===== src/rtl/regbank_scan_4x4b.sv =====
// regbank_scan_4x4b
//
// This block is a 4-entry x 4-bit register bank with a built-in select
// sequencer. It feeds a 4-bit 4:1 datapath mux. q0..q3 drive the mux data
// inputs, and sel drives the mux select.
//
// The host loads entries through a single write port and then starts a scan.
// During a scan, sel steps through 0..3 and holds each value for DWELL cycles.
// A scan is either one-shot or continuous.
//
// Parameters:
//   DWELL      cycles each sel value is held during a scan (1..16)
//   RESET_VAL  value loaded into all four entries on reset
//
// Ports:
//   clk         rising-edge clock
//   rst_n       asynchronous active-low reset
//   wr_en       write strobe
//   wr_addr     entry written when wr_en=1
//   wr_data     write data
//   scan_start  starts a scan (only looked at while idle)
//   scan_cont   continuous mode (only looked at on the wrap from sel=3)
//   scan_stop   aborts an active scan
//   q0..q3      register contents
//   par         per-entry even parity (only with REGBANK_PARITY_EN)
//   sel         mux select
//   scan_busy   high while scanning
//   scan_done   one-cycle pulse after each completed pass
//
// Optional feature macro: REGBANK_PARITY_EN adds the registered par output.

module regbank_scan_4x4b #(
    parameter int         DWELL     = 1,
    parameter logic [3:0] RESET_VAL = 4'b0000
) (
    input  logic       clk,
    input  logic       rst_n,
    input  logic       wr_en,
    input  logic [1:0] wr_addr,
    input  logic [3:0] wr_data,
    input  logic       scan_start,
    input  logic       scan_cont,
    input  logic       scan_stop,
    output logic [3:0] q0,
    output logic [3:0] q1,
    output logic [3:0] q2,
    output logic [3:0] q3,
`ifdef REGBANK_PARITY_EN
    output logic [3:0] par,
`endif
    output logic [1:0] sel,
    output logic       scan_busy,
    output logic       scan_done
);

    typedef enum logic {
        IDLE = 1'b0,
        SCAN = 1'b1
    } state_t;

    // The dwell counter is 4 bits wide, so DWELL=16 gives a terminal count of 15.
    localparam logic [3:0] DWELL_LAST = 4'(DWELL - 1);

    logic [3:0] regs [4];
    state_t     state;
    state_t     state_nxt;
    logic [1:0] sel_nxt;
    logic [3:0] cnt;
    logic [3:0] cnt_nxt;
    logic       done_nxt;

    // The register bank. Writes are independent of the sequencer and are
    // accepted in any state.
    always_ff @(posedge clk or negedge rst_n) begin
        if (!rst_n) begin
            for (int i = 0; i < 4; i++) begin
                regs[i] <= RESET_VAL;
            end
        end else if (wr_en) begin
            regs[wr_addr] <= wr_data;
        end
    end

    assign q0 = regs[0];
    assign q1 = regs[1];
    assign q2 = regs[2];
    assign q3 = regs[3];

`ifdef REGBANK_PARITY_EN
    // Parity is captured from wr_data on the same edge as the entry itself,
    // so par and q always change together.
    logic [3:0] par_r;

    always_ff @(posedge clk or negedge rst_n) begin
        if (!rst_n) begin
            par_r <= {4{^RESET_VAL}};
        end else if (wr_en) begin
            par_r[wr_addr] <= ^wr_data;
        end
    end

    assign par = par_r;
`endif

    // These are the sequencer state registers. Every output is taken directly
    // from one of these flops.
    always_ff @(posedge clk or negedge rst_n) begin
        if (!rst_n) begin
            state     <= IDLE;
            sel       <= 2'd0;
            cnt       <= 4'd0;
            scan_done <= 1'b0;
        end else begin
            state     <= state_nxt;
            sel       <= sel_nxt;
            cnt       <= cnt_nxt;
            scan_done <= done_nxt;
        end
    end

    assign scan_busy = (state == SCAN);

    // Next-state logic. scan_stop is tested before the dwell/wrap logic, so an
    // abort that lands on the wrap edge never produces a scan_done pulse.
    always_comb begin
        state_nxt = state;
        sel_nxt   = sel;
        cnt_nxt   = cnt;
        done_nxt  = 1'b0;
        case (state)
            IDLE: begin
                sel_nxt = 2'd0;
                cnt_nxt = 4'd0;
                if (scan_start) begin
                    state_nxt = SCAN;
                end
            end
            SCAN: begin
                if (scan_stop) begin
                    state_nxt = IDLE;
                    sel_nxt   = 2'd0;
                    cnt_nxt   = 4'd0;
                end else if (cnt == DWELL_LAST) begin
                    cnt_nxt = 4'd0;
                    sel_nxt = sel + 2'd1;
                    if (sel == 2'd3) begin
                        done_nxt = 1'b1;
                        if (!scan_cont) begin
                            state_nxt = IDLE;
                        end
                    end
                end else begin
                    cnt_nxt = cnt + 4'd1;
                end
            end
            default: begin
                state_nxt = IDLE;
                sel_nxt   = 2'd0;
                cnt_nxt   = 4'd0;
            end
        endcase
    end

endmodule


===== config.mk =====
export PLATFORM = sky130hd
export DESIGN_NAME = regbank_scan_4x4b
export DESIGN_NICKNAME = d
export VERILOG_FILES = /design/src/rtl/regbank_scan_4x4b.sv
export SDC_FILE = /design/constraint.sdc
export NUM_CORES = 1
export LEC_CHECK = 0
export BUFFER_PORTS_ARGS = -buffer_cell sky130_fd_sc_hd__buf_2
export CORE_UTILIZATION = 25
export DETAILED_ROUTE_END_ITERATION = 6
export GPL_ROUTABILITY_DRIVEN = 0
export PLACE_DENSITY = 0.45
export SLEW_MARGIN = 20
export SYNTH_ARGS = -nofsm -noshare
export SYNTH_HDL_FRONTEND = slang
export SYNTH_SLANG_ARGS = --single-unit

===== constraint.sdc =====
create_clock -name clk -period 4.2 [get_ports clk]
set_clock_uncertainty 0.2 [all_clocks]
set_input_delay 0.84 -clock clk [delete_from_list [all_inputs] [get_ports clk]]
set_output_delay 0.84 -clock clk [all_outputs]
set_load 0.05 [all_outputs]

Word level (Yosys, flattened, before mapping)
Index checks and enable logic that the tools add are counted.
W data, S select, Z words.
- bits in registers: 24
- latch bits: 0
- bits in writable memories: 0
- ROM bits: 0
- input bits: 12
- output and inout bits: 20
- memories kept: 0
- add/subtract/negate cells: 2
- $mul: 0
- div/mod/pow operators: 0
- $lt $le $gt $ge: 2
- equal/unequal tests: 2
- shift operators: 0
- multiplexer cells: 19
- bitwise logic cells: 2
- reductions and logical operators: 2
- operator list (kind ; count):
    $bwmux W16 ; 1
    $mux W4 ; 3
    $mux W1 ; 9
    $demux W4 S2 ; 1
    $pmux W4 S2 ; 1
    $add A4 B1 Y4 const B ; 1
    $logic_not A4 Y1 ; 1
    $mux W2 ; 2
    $pmux W2 S2 ; 1
    $ge A3 B3 Y1 const B ; 1
    $lt A3 B1 Y1 const B ; 1
    $ne A3 B2 Y1 const B ; 1
    $not A2 Y3 ; 1
    $add A2 B1 Y2 const B ; 1
    $eq A2 B2 Y1 const B ; 1
    $pmux W1 S2 ; 1
    $logic_and A1 B1 Y1 ; 1
    $not A1 Y1 ; 1

Depth between registers and ports, before layout
- depth after elaboration: 6
- mapped depth: 4
- gate-level depth less buffers: 4

Worst setup path after synthesis
No wires, ideal clock.
- path type: input to register
- start: input wr_addr[0]
- end: register regs (netlist bit q0[0])
- library setup time: 125 ps
- arrival time: 1425 ps
- required time: 3875 ps
- slack: 2450 ps
- stages: 2
- buffers on the path: 0
- cell sequence: nor3b_4 > mux2_2
- longest elaborated chain between the ends: 6
- elaborated cells on any way between the ends: 7
- ends and longest elaborated chain (element ; line ; text):
    from (decl) ; 39 ; input logic [1:0] wr_addr,
    $not A2 Y3 (not written as such) * ; 80 ; regs[wr_addr] <= wr_data;
    $ge A3 B3 Y1 (not written as such) / $lt A3 B1 Y1 (equally long branches) ; 80 ;
    $logic_and A1 B1 Y1 (not written as such) ; 80 ;
    $mux W4 (not written as such) ; 80 ;
    $demux W4 S2 * ; 80 ;
    $bwmux W16 * ; 80 ;
    to (signal, indexed assignment) ; 80 ;
    to (decl) ; 64 ; logic [3:0] regs [4];
Mark *: on every way between the ends. The rest lies on a longest branch, timed or not.
A chain may end at the register's enable or synchronous reset.

Worst setup path in the final report
- start: register state, in the netlist scan_busy
- end: output scan_busy
- RTL lines (element ; line ; text):
    from (decl) ; 65 ; state_t state;
    from (signal assigned) ; 114 ; state <= state_nxt;
    to (decl) ; 52 ; output logic scan_busy,
No word-level cell between the ends.

==> results by group <==
Outcome
  • Status: complete, no violations

Route
  • Met2 WL: 962 µm
  • Post-route ant nets: 0
  • 1st-pass router iterations: 2
  • Highest Signal Layer: met4
  • Detailed Route WL: 1.955 mm
  • Total number of vias: approximately 690
  • Met3 Wirelength: between 100 and 150 µm
  • Wire per inst: 12.61 µm
  • Post-route DRC: 0
  • Number of DRC markers in iteration 0: 2
  • M1 WL: 873 µm
  • Vias per cell: approximately 4.4

Synth
  • Post-Synthesis Cells: 72
  • #FFs+latches synth: 24
  • Synth Warn #: 0
  • Post-Syn Area per Cell: 14.39 µm²
  • Post-synthesis cell type count: 19
  • Post-synthesis cell area: 1036 µm²
  • Post-synthesis sequential area ratio: 0.5797
  • Syn_nets: 87

Power
  • Leak pwr: 0.6219 nW
  • VDD IR max: 0.09721 mV
  • Pwr/cell area: ~480 nW/µm²

Die
  • Die area: 4406 µm²
  • Row cnt: 23
  • I/O pin total: 32
  • Die Y: around 66 µm
  • Die X: between 60 and 70 µm
  • Core area: 4000 µm²
  • Initial core utilization: 0.2590

STA
  • Endpoints failing setup: 0
  • Setup TNS: 0 ns
  • Fin. max-slew vios: 0
  • Period minus WS final: around 2.1 ns
  • Slew @ Worst Pin: 0.5274 ns
  • Max frequency: 465.4 MHz
  • RSZ-0062 raised after global routing: false
  • Hold Vio Cnt, Final: 0
  • Worst-case headroom to the max-slew limit: 0.6484
  • Fin crit share: 0.5116

Critical path
  • Critical Path End Type: primary output
  • Crit Path Category: reg -> out
  • Crit Path Max Fanout: 12
  • Critical-path top delay cell: dfrtp_1
  • Critical path's largest stage delay: between 0.5 and 0.6 ns
  • Critical Path RT: ~3.2 ns
  • Cell Chain, Critical Path: buf_2
  • Worst Path Buf+Inv: 1
  • Worst path top cell family by delay: flip-flops
  • CP Launch Type: register
  • Crit path DAT: 1.11 ns

Clock tree
  • CTS max path bufs: 2
  • PostCTS Resize Cnt: 0
  • Clock sinks: 24
  • Hold_buf cts: 0
  • Clock Latency Late Sink: ~0.26 ns
  • Worst-path clk slew: 0.08 ns
  • H-tree levels: 1
  • Clk root buf: clkbuf_8
  • Postcts setup bufs: 0
  • CTS tree: done
  • Cts bufs inserted: 3

Global route
  • Vias in the first global route: 676
  • Largest net degree at the start of global routing: 25
  • Initial antenna violation count: 0
  • GRT overflow: 0
  • Total track usage: 0.09815
  • First-pass GRT wire length: roughly 3.2 mm

Finish
  • Share of layout cells above drive strength 1: 0.4952
  • Finished Layout Cells: 155
  • Area Growth Syn to Fin: 24.27%
  • NumNets Final: 122
  • N_diodes: 0

Worst hold path
  • Hold Crit Class: reg -> reg

Placed design
  • Port Buf Inserts: 31
  • Post-Place Cells: 152

Run
  • Maxcap violations: 0
[cell usage after synthesis]
cell type | count | area share
xnor2_1 | 1 | 0.0085
nor3b_2 | 1 | 0.012
nand3b_1 | 6 | 0.043
or3b_1 | 2 | 0.017
mux2_2 | 16 | 0.17
mux2i_1 | 3 | 0.029
and2_1 | 1 | 0.0060
nand3_1 | 2 | 0.0097
buf_4 | 1 | 0.0072
nor3b_4 | 1 | 0.018
and3b_1 | 1 | 0.0085
a211oi_1 | 1 | 0.0072
nor2_1 | 2 | 0.0072
nor3_1 | 2 | 0.0097
dfrtp_1 | 24 | 0.58
inv_1 | 3 | 0.011
ha_1 | 3 | 0.036
nand2b_1 | 1 | 0.0060
and4b_1 | 1 | 0.0097
[logic make-up (layout without fill, tap and decap cells)]
logic type      after synthesis  after routing  share of synthesized area
compound gates                1              1                   0.007249
xor+xnor                      1              1                   0.008456
fa+ha+maj                     3              3                    0.03624
buf+inv                       4             37                    0.01812
flops                        24             24                     0.5797
mux                          19             19                     0.2029
simple gates                 20             20                     0.1474
[placed cells by master, fill, tap and decap left out]
cell | synthesis | routed
or3b_1 | 2 | 2
mux2_2 | 16 | 16
buf_2 | 0 | 31
nor3b_4 | 1 | 1
nand2b_1 | 1 | 1
xnor2_1 | 1 | 1
nor3_1 | 2 | 2
nand3_1 | 2 | 2
clkbuf_8 | 0 | 3
nor2_1 | 2 | 2
nand3b_1 | 6 | 6
nor3b_2 | 1 | 1
and3b_1 | 1 | 1
mux2i_1 | 3 | 3
a211oi_1 | 1 | 1
and4b_1 | 1 | 1
ha_1 | 3 | 3
dfrtp_1 | 24 | 24
inv_1 | 3 | 3
and2_1 | 1 | 1
[final timing paths]
kind / from / depth (start not counted) / slack [ns] / to
min in group asynchronous: rst_n / 1 / 0.35 / q2[3]
max: scan_busy / 1 / 2.05 / scan_busy
max reg2reg: cnt[0] / 4 / 2.62 / scan_done
min reg2reg: q2[2] / 1 / 0.30 / q2[2]
min: q2[2] / 1 / 0.30 / q2[2]
max in group asynchronous: rst_n / 1 / 3.09 / scan_done
[sequential cells by signal, summed over array words and instances (netlist names)]
signal	flops
scan_done	1
q0	4
sel	2
q2	4
scan_busy	1
q1	4
cnt	4
q3	4
[report_power, final]
part	total, mW	switching (mW)	internal, mW
Combinational	0.210	0.154	0.0558
Sequential	0.284	0.0198	0.264
Clock	0.129	0.0649	0.0639
Total	0.622	0.238	0.383
[area by class of cell]
class                   count  area [µm²]
repair buffers             31       155.1
flip-flops and latches     24       600.6
clock buffers               3       41.29
fillers                   412        2713
well taps                  50       62.56
multi-input cells          44       416.7
inverters                   3       11.26
[routing by layer]
metal / vias up / GRT usage
met4: 0 / 0.03191
li1: 321 / -
met3: 2 / 0.02241
met1: 340 / 0.1193
met2: 24 / 0.1696
met5: - / 0
[stage by stage]
| stage | area, µm² | total power, mW | worst slack [ns] | util | hold WS (ns) |
|---|---|---|---|---|---|
| after floorplan | 1036 | 0.4452 | 2.450 | - | 0.2627 |
| after global placement | 1246 | 0.4973 | 2.267 | 0.3115 | 0.2785 |
| after detailed placement | 1246 | 0.5007 | 2.237 | 0.3115 | 0.2901 |
| after CTS | 1287 | 0.6318 | 2.036 | 0.3219 | 0.3080 |
| after global routing | 1287 | 0.6550 | 1.998 | 0.3219 | 0.3160 |
| final | 1287 | 0.6218 | 2.051 | 0.3219 | 0.3041 |
Note: power is estimated with default switching activity, not from simulation.
